==> src/rtl/beam_pkg.sv <==
// Shared definitions for the beam event generator.
// Holds the strobe FSM state encoding and the width of the per-output
// pending-event counter.
package beam_pkg;

    // Strobe shaping FSM: idle, strobe held low, then enforced high gap
    typedef enum logic [1:0] {
        StIdle,
        StLow,
        StGap
    } strobe_state_e;

    localparam int unsigned PEND_W = 2;
    localparam logic [PEND_W-1:0] PEND_MAX = '1;

endpackage

==> src/rtl/beam_channel.sv <==
// One photo-beam conditioning channel.
// Synchronises the raw beam, debounces it, flags the clear->blocked transition
// as a one-cycle event and reports a beam blocked for too long.
// Ports:
//   clk       system clock, rising edge
//   Resetn    asynchronous active-low reset
//   beam_raw  raw asynchronous beam (1 = clear, 0 = blocked)
//   evt       one-cycle pulse when the debounced level falls to 0
//   stuck     debounced level held at 0 for STUCK_CYCLES cycles or more
module beam_channel #(
    parameter int unsigned SYNC_STAGES     = 2,
    parameter int unsigned DEBOUNCE_CYCLES = 4,
    parameter int unsigned STUCK_CYCLES    = 1000
) (
    input  logic clk,
    input  logic Resetn,
    input  logic beam_raw,
    output logic evt,
    output logic stuck
);

    localparam int unsigned DB_W = $clog2(DEBOUNCE_CYCLES) + 1;
    localparam int unsigned ST_W = $clog2(STUCK_CYCLES) + 1;
    localparam logic [DB_W-1:0] DB_LAST = DB_W'(DEBOUNCE_CYCLES - 1);
    localparam logic [ST_W-1:0] ST_MAX  = ST_W'(STUCK_CYCLES);

    logic [SYNC_STAGES-1:0] sync_q;
    logic                   beam_sync;
    logic                   deb_q, deb_d;
    logic [DB_W-1:0]        db_cnt_q, db_cnt_d;
    logic                   evt_q, evt_d;
    logic [ST_W-1:0]        st_cnt_q, st_cnt_d;

    assign beam_sync = sync_q[SYNC_STAGES-1];

    always_comb begin
        deb_d    = deb_q;
        db_cnt_d = '0;
        evt_d    = 1'b0;
        // Count consecutive cycles the synced level disagrees; any agreement
        // (a bounce back) leaves the count at zero.
        if (beam_sync != deb_q) begin
            if (db_cnt_q == DB_LAST) begin
                deb_d = beam_sync;
                evt_d = ~beam_sync;
            end else begin
                db_cnt_d = db_cnt_q + 1'b1;
            end
        end

        st_cnt_d = st_cnt_q;
        if (deb_q) begin
            st_cnt_d = '0;
        end else if (st_cnt_q != ST_MAX) begin
            st_cnt_d = st_cnt_q + 1'b1;
        end
    end

    always_ff @(posedge clk or negedge Resetn) begin
        if (!Resetn) begin
            sync_q   <= '1;
            deb_q    <= 1'b1;
            db_cnt_q <= '0;
            evt_q    <= 1'b0;
            st_cnt_q <= '0;
        end else begin
            sync_q   <= {sync_q[SYNC_STAGES-2:0], beam_raw};
            deb_q    <= deb_d;
            db_cnt_q <= db_cnt_d;
            evt_q    <= evt_d;
            st_cnt_q <= st_cnt_d;
        end
    end

    assign evt   = evt_q;
    // Gated by the live level so the flag drops the cycle the beam clears
    assign stuck = (st_cnt_q == ST_MAX) & ~deb_q;

endmodule

==> src/rtl/beam_event_gen.sv <==
// Beam event generator: turns the back (entry) and front (exit) photo beams
// into clean active-low count strobes for the people counter.
// Ports:
//   clk           system clock, rising edge
//   Resetn        asynchronous active-low reset
//   back_beam_i   raw back beam, async (1 = clear, 0 = blocked)
//   front_beam_i  raw front beam, async (1 = clear, 0 = blocked)
//   up_count      active-low entry strobe, idle 1
//   down_count    active-low exit strobe, idle 1
//   both_evt      1-cycle pulse: simultaneous entry/exit cancelled
//   evt_drop      1-cycle pulse: event lost, pending buffer full
//   back_stuck    back beam blocked for STUCK_CYCLES or more
//   front_stuck   front beam blocked for STUCK_CYCLES or more
module beam_event_gen
    import beam_pkg::*;
#(
    parameter int unsigned SYNC_STAGES     = 2,
    parameter int unsigned DEBOUNCE_CYCLES = 4,
    parameter int unsigned PULSE_CYCLES    = 2,
    parameter int unsigned STUCK_CYCLES    = 1000
) (
    input  logic clk,
    input  logic Resetn,
    input  logic back_beam_i,
    input  logic front_beam_i,
    output logic up_count,
    output logic down_count,
    output logic both_evt,
    output logic evt_drop,
    output logic back_stuck,
    output logic front_stuck
);

    localparam int unsigned PL_W = $clog2(PULSE_CYCLES) + 1;
    localparam logic [PL_W-1:0] PL_LAST = PL_W'(PULSE_CYCLES - 1);

    logic       back_evt, front_evt;
    logic [1:0] inc;
    logic [1:0] strobe;
    logic [1:0] drop_v;
    logic       both_q, drop_q;

    beam_channel #(
        .SYNC_STAGES     (SYNC_STAGES),
        .DEBOUNCE_CYCLES (DEBOUNCE_CYCLES),
        .STUCK_CYCLES    (STUCK_CYCLES)
    ) u_back (
        .clk      (clk),
        .Resetn   (Resetn),
        .beam_raw (back_beam_i),
        .evt      (back_evt),
        .stuck    (back_stuck)
    );

    beam_channel #(
        .SYNC_STAGES     (SYNC_STAGES),
        .DEBOUNCE_CYCLES (DEBOUNCE_CYCLES),
        .STUCK_CYCLES    (STUCK_CYCLES)
    ) u_front (
        .clk      (clk),
        .Resetn   (Resetn),
        .beam_raw (front_beam_i),
        .evt      (front_evt),
        .stuck    (front_stuck)
    );

    // Simultaneous entry and exit net to zero: neither is queued
    assign inc[0] = back_evt & ~front_evt;
    assign inc[1] = front_evt & ~back_evt;

    // Output 0 drives up_count, output 1 drives down_count
    for (genvar g = 0; g < 2; g++) begin : g_out
        strobe_state_e     state_q, state_d;
        logic [PEND_W-1:0] pend_q, pend_d;
        logic [PL_W-1:0]   pcnt_q, pcnt_d;
        logic              strobe_q;
        logic              dec;
        logic              drop;

        always_comb begin
            state_d = state_q;
            pcnt_d  = pcnt_q;
            dec     = 1'b0;
            unique case (state_q)
                StIdle: begin
                    if (pend_q != '0) begin
                        state_d = StLow;
                        pcnt_d  = '0;
                        dec     = 1'b1;
                    end
                end
                StLow: begin
                    if (pcnt_q == PL_LAST) begin
                        state_d = StGap;
                        pcnt_d  = '0;
                    end else begin
                        pcnt_d = pcnt_q + 1'b1;
                    end
                end
                StGap: begin
                    if (pcnt_q == PL_LAST) begin
                        state_d = StIdle;
                        pcnt_d  = '0;
                    end else begin
                        pcnt_d = pcnt_q + 1'b1;
                    end
                end
                default: state_d = StIdle;
            endcase

            // A new event and a launch in the same cycle cancel; only a
            // full buffer with no launch loses the event.
            pend_d = pend_q;
            drop   = 1'b0;
            if (inc[g] && !dec) begin
                if (pend_q == PEND_MAX) begin
                    drop = 1'b1;
                end else begin
                    pend_d = pend_q + 1'b1;
                end
            end else if (!inc[g] && dec) begin
                pend_d = pend_q - 1'b1;
            end
        end

        always_ff @(posedge clk or negedge Resetn) begin
            if (!Resetn) begin
                state_q  <= StIdle;
                pend_q   <= '0;
                pcnt_q   <= '0;
                strobe_q <= 1'b1;
            end else begin
                state_q  <= state_d;
                pend_q   <= pend_d;
                pcnt_q   <= pcnt_d;
                // Registered so the strobe is glitch-free toward the counter
                strobe_q <= (state_d != StLow);
            end
        end

        assign strobe[g] = strobe_q;
        assign drop_v[g] = drop;
    end

    always_ff @(posedge clk or negedge Resetn) begin
        if (!Resetn) begin
            both_q <= 1'b0;
            drop_q <= 1'b0;
        end else begin
            both_q <= back_evt & front_evt;
            drop_q <= |drop_v;
        end
    end

    assign up_count   = strobe[0];
    assign down_count = strobe[1];
    assign both_evt   = both_q;
    assign evt_drop   = drop_q;

endmodule

==> config.mk <==
export PLATFORM = sky130hd
export DESIGN_NAME = beam_event_gen
export DESIGN_NICKNAME = d
export VERILOG_FILES = /design/src/rtl/beam_pkg.sv /design/src/rtl/beam_channel.sv /design/src/rtl/beam_event_gen.sv
export SDC_FILE = /design/constraint.sdc
export NUM_CORES = 1
export LEC_CHECK = 0
export CORE_MARGIN = 2
export CORE_UTILIZATION = 30
export CTS_CLUSTER_SIZE = 16
export DETAILED_ROUTE_END_ITERATION = 10
export GPL_TIMING_DRIVEN = 0
export PLACE_DENSITY_LB_ADDON = 0.25
export SYNTH_ARGS = -nofsm -noshare
export SYNTH_HDL_FRONTEND = slang
export SYNTH_SLANG_ARGS = --single-unit
==> constraint.sdc <==
create_clock -name clk -period 4.2 [get_ports clk]
set_clock_uncertainty 0.1 [all_clocks]
set_input_delay 1.26 -clock clk [delete_from_list [all_inputs] [get_ports clk]]
set_output_delay 1.26 -clock clk [all_outputs]
set_load 0.03 [all_outputs]
==> impl_metrics.csv <==
group,metric,value,unit
hold_path,min_path_type,"register to register",
place,dp.final_hpwl,2740,um
place,place_congestion,0.770,
layout,area_delta_synth_final,13.0,%
place,dpl-instance-area,0.00276,mm^2
global_routing,grt_util_met3,0.0277,
global_routing,grt_busiest_layer,"met1",
global_routing,grt_pass1_vias,1465,
global_routing,grtUsageTotal,0.0936,
outcome,outcome,"completed",
critical_path,critPathLaunchType,"register",
layout,final_common_cell,"dfrtp_1",
synth,synth_area,0.00252,mm^2
cts,insertion_delay,290,ps
synth,synth_top_area_share,0.437,
critical_path,crit_buf_inv,2,
place,portBuffers,9,
route,routed_via_density,4.57,
die,coreArea,0.00818,mm^2
cts,cts-root-buf,"clkbuf_8",
critical_path,path_delay_family,"buffers and inverters",
timing,tightestPinTransition,537,ps
synth,synth_edf_count,0,
critical_path,arrival,2400,ps
die,io_pins,10,
die,fp.dieW,95.6,um
route,wl_per_cell,10.8,um
cts,clockBufferDepth,2,
die,die-area,0.00914,mm^2
cts,clk_pin_slew,80,ps
global_routing,grt_max_degree,31,
timing,max_slew_margin,0.642,
die,rows,33,
critical_path,r2r_cells,6,
timing,finalSetupViolCount,0,
timing,post-route-period-util,0.896,
power,leakagePower,1.21,nW
layout,fin_nets,274,
synth,ys_types,41,
synth,ys.flop_type,"dfrtp_1",
timing,fmax,266,MHz
critical_path,setup.worst_path.class,"register to output port",
cts,cts_tree,"yes",
timing,drv_slew,0,
power,total_power,1.40,mW
route,drcViolationCount,0,
route,dr.pass1.iters,5,
synth,synth_area_leaders,"dfrtp_1, dfstp_2, ha_1",
synth,netlist_instances,239,
critical_path,cp_max_fo,4,
timing,post-route-min-period,3760,ps
global_routing,grt_pass1_wl,6730,um
timing,rsz0062_at_grt,"false",
critical_path,r2r-end,"u_front.st_cnt_q[1]",
synth,ys_seq_elements,52,
synth,synth_top_cell_by_area,"dfrtp_1",
place,place_ws,750,ps
timing,finalWorstSetupSlack,436,ps
layout,drive_gt1_frac,0.0856,
synth,synthArstFlopShare,1.00,
cts,htreeDepth,2,
die,fp.dieH,95.6,um
critical_path,max_stage_delay,680,ps
global_routing,use_met1,0.138,
die,start_util,0.308,
timing,tns,0,ps
synth,yosysWarnings,0,
critical_path,cp_cell_sequence,"inv_1, ha_1, nand4b_1, nor4_4, nor2b_1, clkdlybuf4s50_1",
global_routing,antenna_found_initial,0,
critical_path,crit_start,"u_front.st_cnt_q[0]",
power,irDropWorstVdd,0.160,mV
cts,post_cts_buffers,0,
global_routing,grt.met2_usage,0.128,
critical_path,r2r_setup_slack,2450,ps
route,vias,1653,
cts,cts_made_buffers,5,
critical_path,required,2840,ps
timing,holdWs,259,ps
route,ant_nets,0,
route,dr.first_iter.drc_count,48,
critical_path,crit_path_end_kind,"output port",
global_routing,overflow,0,
synth,seq_area_frac_synth,0.521,
critical_path,crit_cells,6,
flow_run,maxCapViolCount,0,
layout,design_area,0.00285,mm^2
cts,ctsResizeCount,0,
critical_path,crit_slowest_cell,"clkdlybuf4s50_1",
cts,holdBufCountCts,0,
power,power.density,493,mW/mm^2
synth,syn-num-nets,257,
timing,hold_viol_final,0,
critical_path,crit_end,"front_stuck",
route,wl,3910,um
critical_path,r2r-start,"u_front.st_cnt_q[0]",
layout,final_cell_mix,"dfrtp_1, nor2_1, o21ai_0",
synth,avgSynthCellArea,10.5,um^2
layout,diodes,0,
cts,cts_sinks,52,
[where the power goes]
part	switching [mW]	internal [mW]
clock	0.153	0.135
combinational	0.230	0.186
sequential	0.0961	0.602
total	0.479	0.923
[layer usage]
metal,share of wire,vias to the layer above
met2,0.42,18
met4,0.017,0
met5,0,-
li1,-,849
met1,0.53,780
met3,0.028,6
[metrics by stage]
stage,utilization,instances
2_1_floorplan,-,239
3_3_place_gp,0.335,353
3_5_place_dp,0.337,354
4_1_cts,0.348,362
5_1_grt,0.348,362
6_report,0.348,362
[worst min path at each step]
stage                            startpoint  slack [ps]  cells after the start           endpoint
after floorplan            u_back.sync_q[0]         250                      0   u_back.sync_q[1]
after detailed placement  u_front.sync_q[0]         250                      0  u_front.sync_q[1]
final                     u_front.sync_q[0]         260                      0  u_front.sync_q[1]
after global routing      u_front.sync_q[0]         260                      0  u_front.sync_q[1]
after CTS                 u_front.sync_q[0]         260                      0  u_front.sync_q[1]
after global placement    u_front.sync_q[0]         250                      0  u_front.sync_q[1]
[sequential cells by signal, summed over array words and instances, names as in the netlist, 2 cells and up]
| register | cells |
|---|---|
| g_out.pcnt_q | 4 |
| g_out.pend_q | 4 |
| g_out.state_q | 4 |
| u_back.db_cnt_q | 3 |
| u_back.st_cnt_q | 11 |
| u_back.sync_q | 2 |
| u_front.db_cnt_q | 3 |
| u_front.st_cnt_q | 11 |
| u_front.sync_q | 2 |
[cells in the mapped netlist, types with 2 or more instances]
| cell type | count |
|---|---|
| xnor2_1 | 7 |
| ha_1 | 14 |
| nand2b_1 | 6 |
| mux2_2 | 2 |
| nor2_1 | 30 |
| nor2b_1 | 11 |
| or3_1 | 2 |
| dfstp_2 | 8 |
| xor2_1 | 10 |
| inv_1 | 13 |
| and3b_1 | 2 |
| dfrtp_1 | 44 |
| nand2_1 | 9 |
| nor3b_1 | 7 |
| a21oi_1 | 4 |
| nor3_1 | 6 |
| and2_1 | 2 |
| clkbuf_1 | 3 |
| and4_1 | 2 |
| nand4b_1 | 2 |
| o22ai_1 | 2 |
| mux2i_1 | 3 |
| nand4_1 | 2 |
| nand3_1 | 11 |
| o21ai_0 | 20 |
| o31ai_1 | 2 |
[layout make-up]
cell class                      count  area, um^2
Multi-Input combinational cell    171        1150
Inverter                           13        48.8
Tap cell                          105         131
Timing Repair Buffer               10         105
Buffer                              3        11.3
Clock buffer                        8        90.1
Fill cell                         821        5330
Sequential cell                    52        1310
[kinds of logic after synthesis]
logic type,count (synthesis),synth area share
AO/OA/AOI/OAI,37,0.0914
AND/OR/NAND/NOR,98,0.215
multiplexers,5,0.0209
flip-flops,52,0.521
buffers and inverters,16,0.0238
adder cells (fa/ha/maj),14,0.0695
XOR/XNOR,17,0.0591
(Power assumes the default switching activity.)
==> edit (same settings) <==
Re-encode `strobe_state_e` (3 states) as one-hot, 3 bits wide.
--- a/src/rtl/beam_pkg.sv
+++ b/src/rtl/beam_pkg.sv
@@ -5,8 +5,8 @@
 
     // Strobe shaping FSM: idle, strobe held low, then enforced high gap
-    typedef enum logic [1:0] {
-        StIdle,
-        StLow,
-        StGap
+    typedef enum logic [2:0] {
+        StIdle = 3'b001,
+        StLow  = 3'b010,
+        StGap  = 3'b100
     } strobe_state_e;
 
Behaviour: same outputs for any inputs over 10 cycles, from zero or initial values and one cycle with Resetn low; not proved beyond that.
==> edit against the unedited design <==
- routed wire length increased by 13%
- sequential cell count increased by 2
- critical path depth stayed put
- power decreased by 2.8%
- design area rose by 6.2%
- non-clock buffer count increased by 2
- clock power grew 6%
- count of clock-buffer cells in the layout decreased by 2
- utilization decreased by 0.14 points
- via count up 11%
- area after synthesis up 6.7%
- worst setup slack better by 100 ps
- first-iteration DRC count up 25%
- critical endpoint unchanged
==> edit: results <==
run_status:
  outcome: "completed"
cells_and_area:
  regArea_um2: 1360
  antenna_cells: 0
  top_regs: "u_back.st_cnt_q (11), u_front.st_cnt_q (11), g_out.state_q (6)"
  fillCellCount: 877
  drive_gt1_share_pct: 15.5
  layout.nets: 274
grt:
  grt_pass1_wl_mm: 7.99
  grt_use_total_pct: 9.78
  antenna_found_initial: 0
  grt_max_degree: 30
yosys:
  synth.cells.most_frequent: "dfrtp_1 (44), a21oi_1 (16), nor2b_1 (15), nor2_1 (14)"
  postSynth.asyncResetShare_pct: 100
  ys_top_cells_by_area: "dfrtp_1 (41%), dfstp_2 (9.8%), nor2b_1 (3.5%)"
  ys_types: 51
  synth_flop_cell: "dfrtp_1"
  seq_area_frac_synth_pct: 50.7
  yosysWarnings: 0
  syn_nets: 257
clocking:
  root_buffer: "clkbuf_8"
  clock_latency_ps: 310
  path_clk_slew_ps: 100
  cts-resized-gates: 0
  clockBufferDepth: 2
  cts_buffers: 5
  postCtsSetupRepairBufs: 0
  cts_max_level: 2
place:
  placed_area_um2: 2930
  gp_congestion: 0.742
  pre_cts_slack_ps: 876
  hpwl_mm: 3.06
  io_buffers: 9
sta:
  setup_viol: 0
  tightestPinTransition_ps: 685
  min_period_ps: 3660
detailed_routing:
  drt_iter0_drc: 60
  num_vias: 1840
  first_pass_iters: 4
  wire_per_inst_um: 11.8
worst_setup_path:
  cp_top_family: "buffers and inverters"
  r2r_slack_ps: 2450
  critPathMaxStageDelay_ps: 680
  crit_fanout: 5
  arrival_ps: 2300
  cp_slowest_cell: "clkdlybuf4s50_1"
power_and_ir_drop:
  leakagePower_nw: 1.23
  peakVddDrop_v: 0.000167
hold_path:
  min_path_type: "reg2reg"
[edit: changes by cell type after synthesis, sizes merged, moves of 5 or more]
cell and delta:
nor2 -16, a21oi +12, ha -8, o21ai -8
nand2b +6, xor2 -6, mux2 +5, or3 +5
[edit: final timing paths]
| path | from | cells after the start | endpoint |
|---|---|---|---|
| setup / recovery | u_front.st_cnt_q[0] | 6 | front_stuck |
| hold / removal | u_back.sync_q[0] | 0 | u_back.sync_q[1] |
| setup reg to reg | g_out[1].state_q[0] | 3 | g_out[1].pend_q[0] |
| hold reg to reg | u_back.sync_q[0] | 0 | u_back.sync_q[1] |
| max in group asynchronous | Resetn | 2 | g_out[0].state_q[0] |
| min in group asynchronous | Resetn | 1 | u_front.st_cnt_q[0] |
[edit: layout make-up]
class / count / share of cell area (%)
Clock inverter: 2 / 0.414
Multi-Input combinational cell: 176 / 41.1
Timing Repair Buffer: 10 / 3.48
Buffer: 5 / 1.16
Tap cell: 108 / 4.47
Sequential cell: 54 / 45.1
Inverter: 12 / 1.49
Clock buffer: 6 / 2.73
[edit: worst reg2reg max path, delay by kind of cell, from the launching register on]
kind	cells	cell delay, ps
flops	1	610
simple gates	1	310
mux	2	630
[edit: logic make-up after synthesis]
| group | count (synthesis) | synth area share, % |
|---|---|---|
| xor+xnor | 8 | 2.61 |
| mux | 13 | 5.17 |
| flops | 54 | 50.7 |
| compound gates | 48 | 11.4 |
| buf+inv | 17 | 2.98 |
| simple gates | 101 | 24.3 |
| fa+ha+maj | 6 | 2.79 |
[edit: layer usage]
metal	wire, um	global-route usage, %	vias up
met4	81	3.79	0
met5	0	0	-
met3	92	2.34	5
met1	2200	13.2	910
met2	2040	15.2	15
li1	-	-	910
[edit: through the flow]
| stage | hold WS (ps) | instances |
|---|---|---|
| 2_1_floorplan | 245 | 247 |
| 3_3_place_gp | 246 | 364 |
| 3_5_place_dp | 249 | 365 |
| 4_1_cts | 263 | 373 |
| 5_1_grt | 268 | 373 |
| 6_report | 261 | 373 |
[edit: report_power, final]
part | internal [mW] | switching (mW) | leakage, nW
logic | 0.180 | 0.191 | 0.473
registers | 0.610 | 0.0783 | 0.708
clock network | 0.133 | 0.171 | 0.0472
